### src/rtl/mem_bus_arbiter_pkg.sv
// Shared types for the instruction/data memory bus arbiter.
package mem_bus_arbiter_pkg;

  localparam int unsigned SIZE_W = 2;

  typedef enum logic [1:0] {IDLE, REQ, WAIT} arb_state_e;

  typedef enum logic {OWN_IB, OWN_DB} arb_owner_e;

  typedef enum logic [SIZE_W-1:0] {
    MEM_SIZE_B = 2'd0,
    MEM_SIZE_H = 2'd1,
    MEM_SIZE_W = 2'd2,
    MEM_SIZE_D = 2'd3
  } mem_size_e;

endpackage

### src/rtl/mem_bus_arbiter_if.sv
// Fetch, data and downstream memory signals of the arbiter.
// master: the arbiter's view; slave: the core and memory around it.
interface mem_bus_arbiter_if #(
  parameter int unsigned ADDR_W = 64,
  parameter int unsigned DATA_W = 64
);
  logic              ib_en;
  logic [ADDR_W-1:0] ib_addr;
  logic              ib_ready;
  logic              ib_valid;
  logic [DATA_W-1:0] ib_rdata;
  logic              ib_acc_err;

  logic              db_en;
  logic [ADDR_W-1:0] db_addr;
  logic [1:0]        db_size;
  logic              db_write;
  logic [DATA_W-1:0] db_wdata;
  logic              db_fence_i;
  logic              db_ready;
  logic              db_valid;
  logic [DATA_W-1:0] db_rdata;
  logic              db_acc_err;

  logic              m_req;
  logic [ADDR_W-1:0] m_addr;
  logic [1:0]        m_size;
  logic              m_write;
  logic [DATA_W-1:0] m_wdata;
  logic              m_fence_i;
  logic              m_gnt;
  logic              m_rvalid;
  logic [DATA_W-1:0] m_rdata;
  logic              m_err;

  modport master (
    input  ib_en, ib_addr, ib_ready,
    output ib_valid, ib_rdata, ib_acc_err,
    input  db_en, db_addr, db_size, db_write, db_wdata, db_fence_i, db_ready,
    output db_valid, db_rdata, db_acc_err,
    output m_req, m_addr, m_size, m_write, m_wdata, m_fence_i,
    input  m_gnt, m_rvalid, m_rdata, m_err
  );

  modport slave (
    output ib_en, ib_addr, ib_ready,
    input  ib_valid, ib_rdata, ib_acc_err,
    output db_en, db_addr, db_size, db_write, db_wdata, db_fence_i, db_ready,
    input  db_valid, db_rdata, db_acc_err,
    input  m_req, m_addr, m_size, m_write, m_wdata, m_fence_i,
    output m_gnt, m_rvalid, m_rdata, m_err
  );

endinterface

### src/rtl/mem_bus_arbiter_slot.sv
// One requester slot: latches a request pulse and holds its response
// until the requester accepts it.
module mem_arb_slot
  import mem_bus_arbiter_pkg::*;
#(
  parameter int unsigned ADDR_W = 64,
  parameter int unsigned DATA_W = 64
) (
  input  logic              clk_i,
  input  logic              rst_i,
  input  logic              en_i,
  input  logic [ADDR_W-1:0] addr_i,
  input  logic [SIZE_W-1:0] size_i,
  input  logic              write_i,
  input  logic [DATA_W-1:0] wdata_i,
  input  logic              fence_i_i,
  input  logic              ready_i,
  input  logic              done_i,
  input  logic [DATA_W-1:0] rdata_i,
  input  logic              err_i,
  output logic              pend_o,
  output logic [ADDR_W-1:0] addr_o,
  output logic [SIZE_W-1:0] size_o,
  output logic              write_o,
  output logic [DATA_W-1:0] wdata_o,
  output logic              fence_i_o,
  output logic              valid_o,
  output logic [DATA_W-1:0] rdata_o,
  output logic              acc_err_o,
  output logic              rsp_free_o_c
);

  logic              pend_q, pend_d;
  logic [ADDR_W-1:0] addr_q, addr_d;
  logic [SIZE_W-1:0] size_q, size_d;
  logic              write_q, write_d;
  logic [DATA_W-1:0] wdata_q, wdata_d;
  logic              fence_q, fence_d;
  logic              rsp_vld_q, rsp_vld_d;
  logic [DATA_W-1:0] rdata_q, rdata_d;
  logic              err_q, err_d;

  // Request latch and response buffer next-state.
  always_comb begin
    pend_d    = pend_q;
    addr_d    = addr_q;
    size_d    = size_q;
    write_d   = write_q;
    wdata_d   = wdata_q;
    fence_d   = fence_q;
    rsp_vld_d = rsp_vld_q;
    rdata_d   = rdata_q;
    err_d     = err_q;

    if (en_i && !pend_q) begin
      pend_d  = 1'b1;
      addr_d  = addr_i;
      size_d  = size_i;
      write_d = write_i;
      wdata_d = wdata_i;
      fence_d = fence_i_i;
    end else if (done_i) begin
      pend_d = 1'b0;
    end

    if (done_i) begin
      rsp_vld_d = 1'b1;
      rdata_d   = rdata_i;
      err_d     = err_i;
    end else if (rsp_vld_q && ready_i) begin
      rsp_vld_d = 1'b0;
      rdata_d   = '0;
      err_d     = 1'b0;
    end
  end

  always_ff @(posedge clk_i) begin
    if (rst_i) begin
      pend_q    <= 1'b0;
      addr_q    <= '0;
      size_q    <= '0;
      write_q   <= 1'b0;
      wdata_q   <= '0;
      fence_q   <= 1'b0;
      rsp_vld_q <= 1'b0;
      rdata_q   <= '0;
      err_q     <= 1'b0;
    end else begin
      pend_q    <= pend_d;
      addr_q    <= addr_d;
      size_q    <= size_d;
      write_q   <= write_d;
      wdata_q   <= wdata_d;
      fence_q   <= fence_d;
      rsp_vld_q <= rsp_vld_d;
      rdata_q   <= rdata_d;
      err_q     <= err_d;
    end
  end

  assign pend_o       = pend_q;
  assign addr_o       = addr_q;
  assign size_o       = size_q;
  assign write_o      = write_q;
  assign wdata_o      = wdata_q;
  assign fence_i_o    = fence_q;
  assign valid_o      = rsp_vld_q;
  assign rdata_o      = rdata_q;
  assign acc_err_o    = err_q;
  assign rsp_free_o_c = !rsp_vld_q || ready_i;

  // A new pulse while a request is still latched would be lost.
  a_no_en_while_pend : assert property (@(posedge clk_i) disable iff (rst_i)
    !(en_i && pend_q))
    else $error("mem_arb_slot: en asserted while a request is pending");

endmodule

### src/rtl/mem_bus_arbiter.sv
// Shares one downstream memory port between the fetch and data buses.
// MEM_ARB_ROUND_ROBIN_EN selects round-robin; otherwise data has fixed priority.
module mem_bus_arbiter
  import mem_bus_arbiter_pkg::*;
#(
  parameter int unsigned ADDR_W = 64,
  parameter int unsigned DATA_W = 64
) (
  input logic               clock,
  input logic               reset,
  mem_bus_arbiter_if.master bus
);

  arb_state_e state_q, state_d;
  arb_owner_e owner_q, owner_d;

  logic              ib_pend, db_pend;
  logic              ib_free_c, db_free_c;
  logic              ib_done, db_done;
  logic              ib_elig, db_elig;
  logic [ADDR_W-1:0] ib_req_addr, db_req_addr;
  logic [SIZE_W-1:0] ib_req_size, db_req_size;
  logic              ib_req_write, db_req_write;
  logic [DATA_W-1:0] ib_req_wdata, db_req_wdata;
  logic              ib_req_fence, db_req_fence;

  assign ib_done = (state_q == WAIT) && bus.m_rvalid && (owner_q == OWN_IB);
  assign db_done = (state_q == WAIT) && bus.m_rvalid && (owner_q == OWN_DB);

  // Fetch slot: fixed word size, never a store or fence.
  mem_arb_slot #(.ADDR_W(ADDR_W), .DATA_W(DATA_W)) u_ib_slot (
    .clk_i        (clock),
    .rst_i        (reset),
    .en_i         (bus.ib_en),
    .addr_i       (bus.ib_addr),
    .size_i       (SIZE_W'(MEM_SIZE_W)),
    .write_i      (1'b0),
    .wdata_i      ('0),
    .fence_i_i    (1'b0),
    .ready_i      (bus.ib_ready),
    .done_i       (ib_done),
    .rdata_i      (bus.m_rdata),
    .err_i        (bus.m_err),
    .pend_o       (ib_pend),
    .addr_o       (ib_req_addr),
    .size_o       (ib_req_size),
    .write_o      (ib_req_write),
    .wdata_o      (ib_req_wdata),
    .fence_i_o    (ib_req_fence),
    .valid_o      (bus.ib_valid),
    .rdata_o      (bus.ib_rdata),
    .acc_err_o    (bus.ib_acc_err),
    .rsp_free_o_c (ib_free_c)
  );

  mem_arb_slot #(.ADDR_W(ADDR_W), .DATA_W(DATA_W)) u_db_slot (
    .clk_i        (clock),
    .rst_i        (reset),
    .en_i         (bus.db_en),
    .addr_i       (bus.db_addr),
    .size_i       (bus.db_size),
    .write_i      (bus.db_write),
    .wdata_i      (bus.db_wdata),
    .fence_i_i    (bus.db_fence_i),
    .ready_i      (bus.db_ready),
    .done_i       (db_done),
    .rdata_i      (bus.m_rdata),
    .err_i        (bus.m_err),
    .pend_o       (db_pend),
    .addr_o       (db_req_addr),
    .size_o       (db_req_size),
    .write_o      (db_req_write),
    .wdata_o      (db_req_wdata),
    .fence_i_o    (db_req_fence),
    .valid_o      (bus.db_valid),
    .rdata_o      (bus.db_rdata),
    .acc_err_o    (bus.db_acc_err),
    .rsp_free_o_c (db_free_c)
  );

  // A port with an unconsumed response cannot start another transaction.
  assign ib_elig = ib_pend && ib_free_c;
  assign db_elig = db_pend && db_free_c;

  always_comb begin
    state_d = state_q;
    owner_d = owner_q;
    case (state_q)
      IDLE: begin
        if (ib_elig && db_elig) begin
          state_d = REQ;
`ifdef MEM_ARB_ROUND_ROBIN_EN
          owner_d = (owner_q == OWN_DB) ? OWN_IB : OWN_DB;
`else
          owner_d = OWN_DB;
`endif
        end else if (db_elig) begin
          state_d = REQ;
          owner_d = OWN_DB;
        end else if (ib_elig) begin
          state_d = REQ;
          owner_d = OWN_IB;
        end
      end
      REQ:     if (bus.m_gnt)    state_d = WAIT;
      WAIT:    if (bus.m_rvalid) state_d = IDLE;
      default: state_d = IDLE;
    endcase
  end

  always_ff @(posedge clock) begin
    if (reset) begin
      state_q <= IDLE;
      owner_q <= OWN_DB;
    end else begin
      state_q <= state_d;
      owner_q <= owner_d;
    end
  end

  // Downstream fields come straight from the owner's latched request.
  assign bus.m_req     = (state_q == REQ);
  assign bus.m_addr    = (owner_q == OWN_IB) ? ib_req_addr  : db_req_addr;
  assign bus.m_size    = (owner_q == OWN_IB) ? ib_req_size  : db_req_size;
  assign bus.m_write   = (owner_q == OWN_IB) ? ib_req_write : db_req_write;
  assign bus.m_wdata   = (owner_q == OWN_IB) ? ib_req_wdata : db_req_wdata;
  assign bus.m_fence_i = (owner_q == OWN_IB) ? ib_req_fence : db_req_fence;

  a_rvalid_in_wait : assert property (@(posedge clock) disable iff (reset)
    bus.m_rvalid |-> (state_q == WAIT))
    else $error("mem_bus_arbiter: m_rvalid outside WAIT");

endmodule

### src/flat_wrapper.sv
// flat-port wrapper written by rule: the top's interface ports become plain ports
module mem_bus_arbiter_flat import mem_bus_arbiter_pkg::*;
#(
  parameter int unsigned ADDR_W = 64,
  parameter int unsigned DATA_W = 64
)
  (clock, reset, bus_ib_en, bus_ib_addr, bus_ib_ready, bus_ib_valid, bus_ib_rdata, bus_ib_acc_err, bus_db_en, bus_db_addr, bus_db_size, bus_db_write, bus_db_wdata, bus_db_fence_i, bus_db_ready, bus_db_valid, bus_db_rdata, bus_db_acc_err, bus_m_req, bus_m_addr, bus_m_size, bus_m_write, bus_m_wdata, bus_m_fence_i, bus_m_gnt, bus_m_rvalid, bus_m_rdata, bus_m_err);
  mem_bus_arbiter_if #(.ADDR_W(ADDR_W), .DATA_W(DATA_W)) bus_i ();
  input logic clock;
  input logic reset;
  input wire logic [$bits(bus_i.ib_en)-1:0] bus_ib_en;
  input wire logic [$bits(bus_i.ib_addr)-1:0] bus_ib_addr;
  input wire logic [$bits(bus_i.ib_ready)-1:0] bus_ib_ready;
  output wire logic [$bits(bus_i.ib_valid)-1:0] bus_ib_valid;
  output wire logic [$bits(bus_i.ib_rdata)-1:0] bus_ib_rdata;
  output wire logic [$bits(bus_i.ib_acc_err)-1:0] bus_ib_acc_err;
  input wire logic [$bits(bus_i.db_en)-1:0] bus_db_en;
  input wire logic [$bits(bus_i.db_addr)-1:0] bus_db_addr;
  input wire logic [$bits(bus_i.db_size)-1:0] bus_db_size;
  input wire logic [$bits(bus_i.db_write)-1:0] bus_db_write;
  input wire logic [$bits(bus_i.db_wdata)-1:0] bus_db_wdata;
  input wire logic [$bits(bus_i.db_fence_i)-1:0] bus_db_fence_i;
  input wire logic [$bits(bus_i.db_ready)-1:0] bus_db_ready;
  output wire logic [$bits(bus_i.db_valid)-1:0] bus_db_valid;
  output wire logic [$bits(bus_i.db_rdata)-1:0] bus_db_rdata;
  output wire logic [$bits(bus_i.db_acc_err)-1:0] bus_db_acc_err;
  output wire logic [$bits(bus_i.m_req)-1:0] bus_m_req;
  output wire logic [$bits(bus_i.m_addr)-1:0] bus_m_addr;
  output wire logic [$bits(bus_i.m_size)-1:0] bus_m_size;
  output wire logic [$bits(bus_i.m_write)-1:0] bus_m_write;
  output wire logic [$bits(bus_i.m_wdata)-1:0] bus_m_wdata;
  output wire logic [$bits(bus_i.m_fence_i)-1:0] bus_m_fence_i;
  input wire logic [$bits(bus_i.m_gnt)-1:0] bus_m_gnt;
  input wire logic [$bits(bus_i.m_rvalid)-1:0] bus_m_rvalid;
  input wire logic [$bits(bus_i.m_rdata)-1:0] bus_m_rdata;
  input wire logic [$bits(bus_i.m_err)-1:0] bus_m_err;
  assign bus_i.ib_en = bus_ib_en;
  assign bus_i.ib_addr = bus_ib_addr;
  assign bus_i.ib_ready = bus_ib_ready;
  assign bus_ib_valid = bus_i.ib_valid;
  assign bus_ib_rdata = bus_i.ib_rdata;
  assign bus_ib_acc_err = bus_i.ib_acc_err;
  assign bus_i.db_en = bus_db_en;
  assign bus_i.db_addr = bus_db_addr;
  assign bus_i.db_size = bus_db_size;
  assign bus_i.db_write = bus_db_write;
  assign bus_i.db_wdata = bus_db_wdata;
  assign bus_i.db_fence_i = bus_db_fence_i;
  assign bus_i.db_ready = bus_db_ready;
  assign bus_db_valid = bus_i.db_valid;
  assign bus_db_rdata = bus_i.db_rdata;
  assign bus_db_acc_err = bus_i.db_acc_err;
  assign bus_m_req = bus_i.m_req;
  assign bus_m_addr = bus_i.m_addr;
  assign bus_m_size = bus_i.m_size;
  assign bus_m_write = bus_i.m_write;
  assign bus_m_wdata = bus_i.m_wdata;
  assign bus_m_fence_i = bus_i.m_fence_i;
  assign bus_i.m_gnt = bus_m_gnt;
  assign bus_i.m_rvalid = bus_m_rvalid;
  assign bus_i.m_rdata = bus_m_rdata;
  assign bus_i.m_err = bus_m_err;
  mem_bus_arbiter #(.ADDR_W(ADDR_W), .DATA_W(DATA_W)) u_core (.clock(clock), .reset(reset), .bus(bus_i));
endmodule
### config.mk
export PLATFORM = sky130hd
export DESIGN_NAME = mem_bus_arbiter_flat
export DESIGN_NICKNAME = d
export VERILOG_FILES = /design/src/rtl/mem_bus_arbiter_pkg.sv /design/src/rtl/mem_bus_arbiter_if.sv /design/src/rtl/mem_bus_arbiter_slot.sv /design/src/rtl/mem_bus_arbiter.sv /design/src/flat_wrapper.sv
export SDC_FILE = /design/constraint.sdc
export NUM_CORES = 1
export LEC_CHECK = 0
export BUFFER_PORTS_ARGS = -buffer_cell sky130_fd_sc_hd__buf_4
export CELL_PAD_IN_SITES_DETAIL_PLACEMENT = 1
export CELL_PAD_IN_SITES_GLOBAL_PLACEMENT = 2
export CORE_MARGIN = 2
export CORE_UTILIZATION = 26
export DETAILED_ROUTE_END_ITERATION = 12
export GPL_TIMING_DRIVEN = 0
export PLACE_DENSITY_LB_ADDON = 0.25
export REMOVE_ABC_BUFFERS = 1
export SYNTH_ARGS = -nofsm -noshare
export SYNTH_HDL_FRONTEND = slang
export SYNTH_HIERARCHICAL = 1
export SYNTH_SLANG_ARGS = --single-unit
### constraint.sdc
create_clock -name clock -period 1.9 [get_ports clock]
set_input_delay 0.095 -clock clock [delete_from_list [all_inputs] [get_ports clock]]
set_output_delay 0.095 -clock clock [all_outputs]
set_load 0.005 [all_outputs]
==> flow_metrics.py, run 1 <==
metrics = {
    "worst_setup_path": {
        "crit_type": "reg -> out",
        "worstPathArrival_ns": 1.93,
        "crit_path_frequent_cell": "buf_6",
        "critPathMaxStageDelay_ns": 0.39,
        "r2r-start": "u_core/owner_q",
        "end_kind": "output port",
        "crit_chain": "buf_6, buf_12, buf_16, mux2_4, buf_6",
        "worstPathMaxFanout": 8,
        "slowest_stage": "dfxtp_4",
        "start_kind": "flip-flop",
        "required_ns": 1.80,
        "r2r-end": "u_core/u_db_slot/rdata_o[28]",
        "r2r_slack_ns": 0.13,
        "ff2ff_path_depth": 6,
    },
    "global_route": {
        "antenna_found_initial": 9,
        "grt_pass1_vias": 17900,
        "grt_pass1_wl_mm": 104,
        "grtUsageTotal_pct": 19.7,
        "grt_max_degree": 126,
        "grt_overflow": 0,
    },
    "power_and_ir_drop": {
        "p_int_mw": 16.6,
        "pwr-share-clk_pct": 41.7,
        "p_leak_nw": 11.6,
        "irDropWorstVdd_mv": 0.565,
        "p_per_area_nw_per_um2": 808,
        "pwr-share-comb_pct": 18.0,
        "switching_share_pct": 26.1,
        "power_switching_mw": 5.87,
        "power_frac_seq_pct": 40.2,
    },
    "cells_and_area": {
        "utilization_pct": 42.6,
        "syn_to_final_growth_pct": 62.7,
        "drive_gt1_share_pct": 40.5,
        "fin_nets": 3018,
    },
    "yosys": {
        "yosysMostFrequentCell": "nand2_1",
        "ys_ff_latch": 401,
        "synthCells": 1905,
        "synth_top_area_cell": "dfxtp_1",
        "synth-edff-count": 0,
        "synth_cell_types": 28,
        "ys_seq_area_share_pct": 46.9,
        "synth_area_um2": 17100,
        "synthArstFlopShare_pct": 0,
        "synth_warnings": 6,
        "syn_avg_cell_area_um2": 8.98,
        "synth_common_cells": "500 x nand2_1, 401 x dfxtp_1, 239 x a21oi_1, 160 x a21oi_2, 160 x nand2_2",
        "yosys-top-cells-area": "dfxtp_1 47%, nand2_1 11%, a21oi_2 8.2%",
        "ys.flop_type": "dfxtp_1",
        "yosysTopAreaCellShare_pct": 46.9,
    },
    "placed_design": {
        "gp_congestion": 0.749,
        "dp_hpwl_mm": 41.4,
        "io_buffers": 533,
    },
    "floorplanning": {
        "core_um2": 65400,
        "die_h_um": 260,
        "die_w_um": 260,
        "num_io_pins": 534,
        "dieArea_um2": 67900,
        "num_rows": 94,
        "initial_utilization_pct": 26.2,
    },
    "sta": {
        "whs_ns": 0.110,
        "setup_slack_ns": -0.123,
        "skew_ns": 0.0196,
        "tightest_slew_ns": 0.928,
        "finalMaxSlewViolations": 0,
        "setup_viol": 116,
        "finalCriticalPeriod_ns": 2.02,
        "fmax_ghz": 0.494,
        "hold_violations": 0,
        "max_slew_margin_pct": 37.8,
        "rsz0062_at_grt": "yes",
        "post-route-period-util_pct": 106,
    },
    "route": {
        "wl_mm": 70.9,
        "vias": 16600,
        "dr.pass1.iters": 5,
        "via_per_inst": 4.54,
        "first_iter_violations": 520,
        "detail-route-antenna-nets": 0,
        "wire_per_inst_um": 19.4,
        "drc": 0,
    },
    "worst_hold_path": {
        "min_to": "u_core/u_db_slot/wdata_o[14]",
        "holdCritStartpoint": "bus_db_en",
        "hp-class": "in -> reg",
        "hold_path_depth": 5,
    },
    "clocking": {
        "path_clk_slew_ns": 0.05,
        "cts_tree": "yes",
        "clock-root-buffer": "clkbuf_16",
        "h-tree-depth": 2,
        "clock_path_buffers": 3,
        "clk_latency_ns": 0.59,
        "cts_made_buffers": 49,
        "cts_sinks": 401,
    },
    "outcome": {
        "violations": "negative setup slack",
        "outcome": "finished with violations",
    },
    "flow_run": {
        "cap_viol_max_count": 0,
    },
}
[critical path, delay by kind of cell (launching register included)]
family,cells,cell delay (ns)
flops,1,0.39
mux,1,0.35
buf+inv,4,0.59
[power groups by stage]
stage	clock network, mW	logic [mW]	registers [mW]
after CTS	9.73	3.99	9.05
after floorplan	0	1.34	9.23
final	9.39	4.06	9.05
after global placement	0	2.93	9.33
after global routing	10.0	4.36	9.09
after detailed placement	0	2.93	9.24
[placed cells by master (no fill, tap or decap), types with 18 or more instances in the layout]
| cell | n |
|---|---|
| a21oi_1 | 239 |
| a21oi_2 | 160 |
| buf_16 | 22 |
| buf_4 | 439 |
| buf_6 | 102 |
| clkbuf_16 | 55 |
| conb_1 | 68 |
| dfxtp_1 | 398 |
| dlygate4sd3_1 | 297 |
| mux2_2 | 18 |
| mux2_4 | 114 |
| nand2_1 | 498 |
| nand2_2 | 160 |
| nand3_1 | 130 |
[layer usage]
| layer | vias to the layer above | track usage, % | routed length [um] |
|---|---|---|---|
| li1 | 7950 | - | - |
| met1 | 8058 | 22.5 | 28600 |
| met2 | 461 | 35.1 | 35000 |
| met3 | 114 | 5.76 | 5090 |
| met4 | 6 | 6.71 | 2210 |
| met5 | - | 0 | 28 |
[what timing repair did]
action | CTS | global route
setup endpoints to repair | 403 | 350
endpoints found under the hold margin | 335 | 0
gates cloned | 16 | 4
pin swaps | 0 | 1
buffers inserted | 12 | 5
gates resized for setup | 169 | 33
hold buffers | 297 | 0
[worst max-delay path by stage]
| stage | slack [ns] | cells past startpoint | startpoint | to |
|---|---|---|---|---|
| 2_1_floorplan | -5.10 | 4 | u_core/owner_q | u_core/u_db_slot/pend_o |
| 3_3_place_gp | -11.31 | 4 | u_core/owner_q | u_core/u_db_slot/rdata_o[63] |
| 3_5_place_dp | -0.51 | 5 | u_core/owner_q | u_core/u_ib_slot/rdata_o[51] |
| 4_1_cts | -0.16 | 5 | u_core/owner_q | bus_m_wdata[47] |
| 5_1_grt | -0.18 | 5 | u_core/owner_q | bus_m_addr[42] |
| 6_report | -0.12 | 5 | u_core/owner_q | bus_m_wdata[47] |
[sequential cells by signal (all words and copies together), names as in the netlist, 2 cells and up]
name and cells:
u_core/u_db_slot/rdata_o 64, u_core/u_ib_slot/addr_o 64, u_core/u_ib_slot/rdata_o 64, u_core/u_db_slot/addr_o 64
u_core/u_db_slot/size_o 2, u_core/u_ib_slot/wdata_o 64, u_core/u_db_slot/wdata_o 64, u_core/state_q 2
u_core/u_ib_slot/size_o 2
[layout make-up]
cell class	instances	area, um^2
Clock buffer	78	1500
Antenna cell	6	15.0
Fill cell	7546	37600
Clock inverter	7	91.3
Inverter	2	27.5
Timing Repair Buffer	885	8570
Tap cell	864	1080
Multi-Input combinational cell	1410	8520
Sequential cell	401	8040
[per-stage QoR]
stage	instances	total power, mW	setup TNS, ns	setup WS, ns	instance area, um^2
after floorplan	1810	10.6	-1742.63	-5.10	16200
after global placement	3207	12.3	-4061.88	-11.31	21300
after CTS	3639	22.8	-9.58	-0.163	27600
after detailed placement	3229	12.2	-65.72	-0.511	21900
final	3653	22.5	-7.74	-0.123	27800
after global routing	3653	23.5	-14.75	-0.177	27800
[logic make-up (layout without fill, tap and decap cells)]
group	after synthesis	after routing	share of synthesized area [%]
and+or+nand+nor	805	808	21.3
other	2	74	0.0439
muxes	132	132	9.72
DFF	401	401	46.9
buffers and inverters	163	972	6.66
AOI/OAI and AO/OA	402	402	15.3
No activity file was read; power rests on OpenSTA's default activity.
==> run 2, diff against run 1 <==
Settings changed: CORE_UTILIZATION 26 to 30, CTS_CLUSTER_SIZE set to 25.
==> flow_metrics.py, run 2 (synthesis results as in run 1) <==
metrics = {
    "outcome": {
        "outcome": "finished with violations",
        "violations": "negative setup slack",
    },
    "worst_setup_path": {
        "critPathCapture": "bus_m_wdata[32]",
        "crit_type": "reg -> out",
        "path_buf_inv": 3,
        "r2r-start": "u_core/u_db_slot/pend_o",
        "r2r-end": "u_core/u_db_slot/addr_o[45]",
        "required_ns": 1.80,
        "worstPathMaxFanout": 5,
        "path_delay_family": "buffers and inverters",
        "ff2ff_path_depth": 3,
        "worstPathArrival_ns": 1.87,
        "slowest_stage": "dfxtp_4",
        "crit_chain": "buf_6, bufbuf_16, mux2_4, buf_4",
        "start_kind": "flip-flop",
        "critPathMaxStageDelay_ns": 0.40,
        "end_kind": "output port",
        "crit_start": "u_core/owner_q",
        "path_depth": 4,
        "r2r_slack_ns": 0.13,
    },
    "power_and_ir_drop": {
        "power.total_mw": 22.2,
        "p_per_area_nw_per_um2": 815,
        "p_leak_nw": 11.4,
        "irDropWorstVdd_mv": 0.795,
    },
    "sta": {
        "setup_slack_ns": -0.0675,
        "tightest_slew_ns": 0.879,
        "skew_ns": 0.0183,
        "setup_viol": 78,
        "max_slew_margin_pct": 41.4,
        "hold_violations": 0,
        "finalMaxSlewViolations": 0,
        "post-route-period-util_pct": 104,
        "whs_ns": 0.0358,
        "fmax_ghz": 0.508,
        "rsz0062_at_grt": "yes",
        "finalCriticalPeriod_ns": 1.97,
    },
    "global_route": {
        "grt_pass1_vias": 18200,
        "grt_pass1_wl_mm": 107,
        "antenna_found_initial": 13,
        "grtUsageTotal_pct": 22.9,
        "grt_max_degree": 112,
        "grt_overflow": 0,
    },
    "route": {
        "vias": 16500,
        "detail-route-antenna-nets": 0,
        "dr.pass1.iters": 4,
        "first_iter_violations": 528,
        "wl_mm": 70.1,
        "wire_per_inst_um": 19.9,
        "via_per_inst": 4.69,
        "drc": 0,
    },
    "clocking": {
        "clock_path_buffers": 3,
        "clk_latency_ns": 0.59,
        "h-tree-depth": 2,
        "cts_made_buffers": 47,
        "cts_tree": "yes",
        "path_clk_slew_ns": 0.06,
        "cts_sinks": 401,
        "clock-root-buffer": "clkbuf_16",
    },
    "cells_and_area": {
        "drive_gt1_share_pct": 41.2,
        "nFillCells": 6433,
        "final_cell_mix": "498 x nand2_1, 455 x buf_4, 399 x dfxtp_1",
        "regArea_um2": 8030,
        "utilization_pct": 48.3,
        "fin_nets": 2989,
        "syn_to_final_growth_pct": 59.3,
        "layout_commonest_cell": "nand2_1",
        "fin_cells": 3521,
        "multiInputGateArea_um2": 8490,
    },
    "floorplanning": {
        "initial_utilization_pct": 30.3,
        "core_um2": 56400,
        "num_io_pins": 534,
        "die_w_um": 243,
        "num_rows": 87,
        "dieArea_um2": 58900,
        "die_h_um": 243,
    },
    "placed_design": {
        "post-place-cells": 3120,
        "dpl_worst_slack_ns": -0.707,
        "gp_congestion": 0.801,
        "dp_hpwl_mm": 41.2,
        "io_buffers": 533,
    },
    "worst_hold_path": {
        "hp-class": "in -> reg",
    },
    "flow_run": {
        "cap_viol_max_count": 0,
    },
}
-- run 2: per-stage QoR --
stage                     area, um^2  setup TNS, ns
after floorplan                16200       -1742.63
after global placement         21200       -4005.73
after detailed placement       21700         -66.95
after CTS                      26900          -8.83
after global routing           27200         -10.63
final                          27300          -2.56
-- run 2: worst min path at each step --
stage | start | end | slack [ns] | cells after the start
after floorplan | reset | u_core/u_db_slot/addr_o[0] | 0.16 | 1
after global placement | bus_m_gnt | u_core/state_q[0] | 0.33 | 2
after detailed placement | bus_m_gnt | u_core/state_q[0] | 0.34 | 2
after CTS | bus_ib_en | u_core/u_ib_slot/addr_o[50] | 0.05 | 4
after global routing | bus_ib_en | u_core/u_ib_slot/wdata_o[19] | 0.04 | 4
final | bus_ib_en | u_core/u_ib_slot/wdata_o[19] | 0.04 | 4
-- run 2: tightest hold or removal path: stages --
cell      delay (ns)
buf_4           0.13
nand2b_4        0.16
nand2_1         0.11
a21oi_1         0.06
-- run 2: repair_timing --
item	in CTS	in global routing
setup buffers	13	13
hold buffers	266	0
hold endpoints to repair	334	0
gates resized for setup	133	37
setup endpoints to repair	268	309
gates cloned	13	3
pin swaps	2	1
-- run 2: per-layer routing --
| layer | up-vias | global-route usage [%] | share of wire, % |
|---|---|---|---|
| met3 | 119 | 6.34 | 6.7 |
| met2 | 441 | 39.5 | 49 |
| li1 | 7895 | - | - |
| met5 | - | 0 | 0.054 |
| met1 | 8047 | 27.2 | 41 |
| met4 | 6 | 8.14 | 3.3 |
-- run 2: cell type report --
class | count | area share, %
clock inverters | 11 | 0.441
multi-input cells | 1410 | 31.1
clock buffers | 74 | 5.32
repair buffers | 858 | 30.0
diodes | 9 | 0.0826
well taps | 756 | 3.47
flip-flops and latches | 401 | 29.5
inverters | 2 | 0.0643
-- run 2: power breakdown --
group	internal [mW]	switching [mW]
clock	5.49	3.69
sequential	8.80	0.260
combinational	2.14	1.82
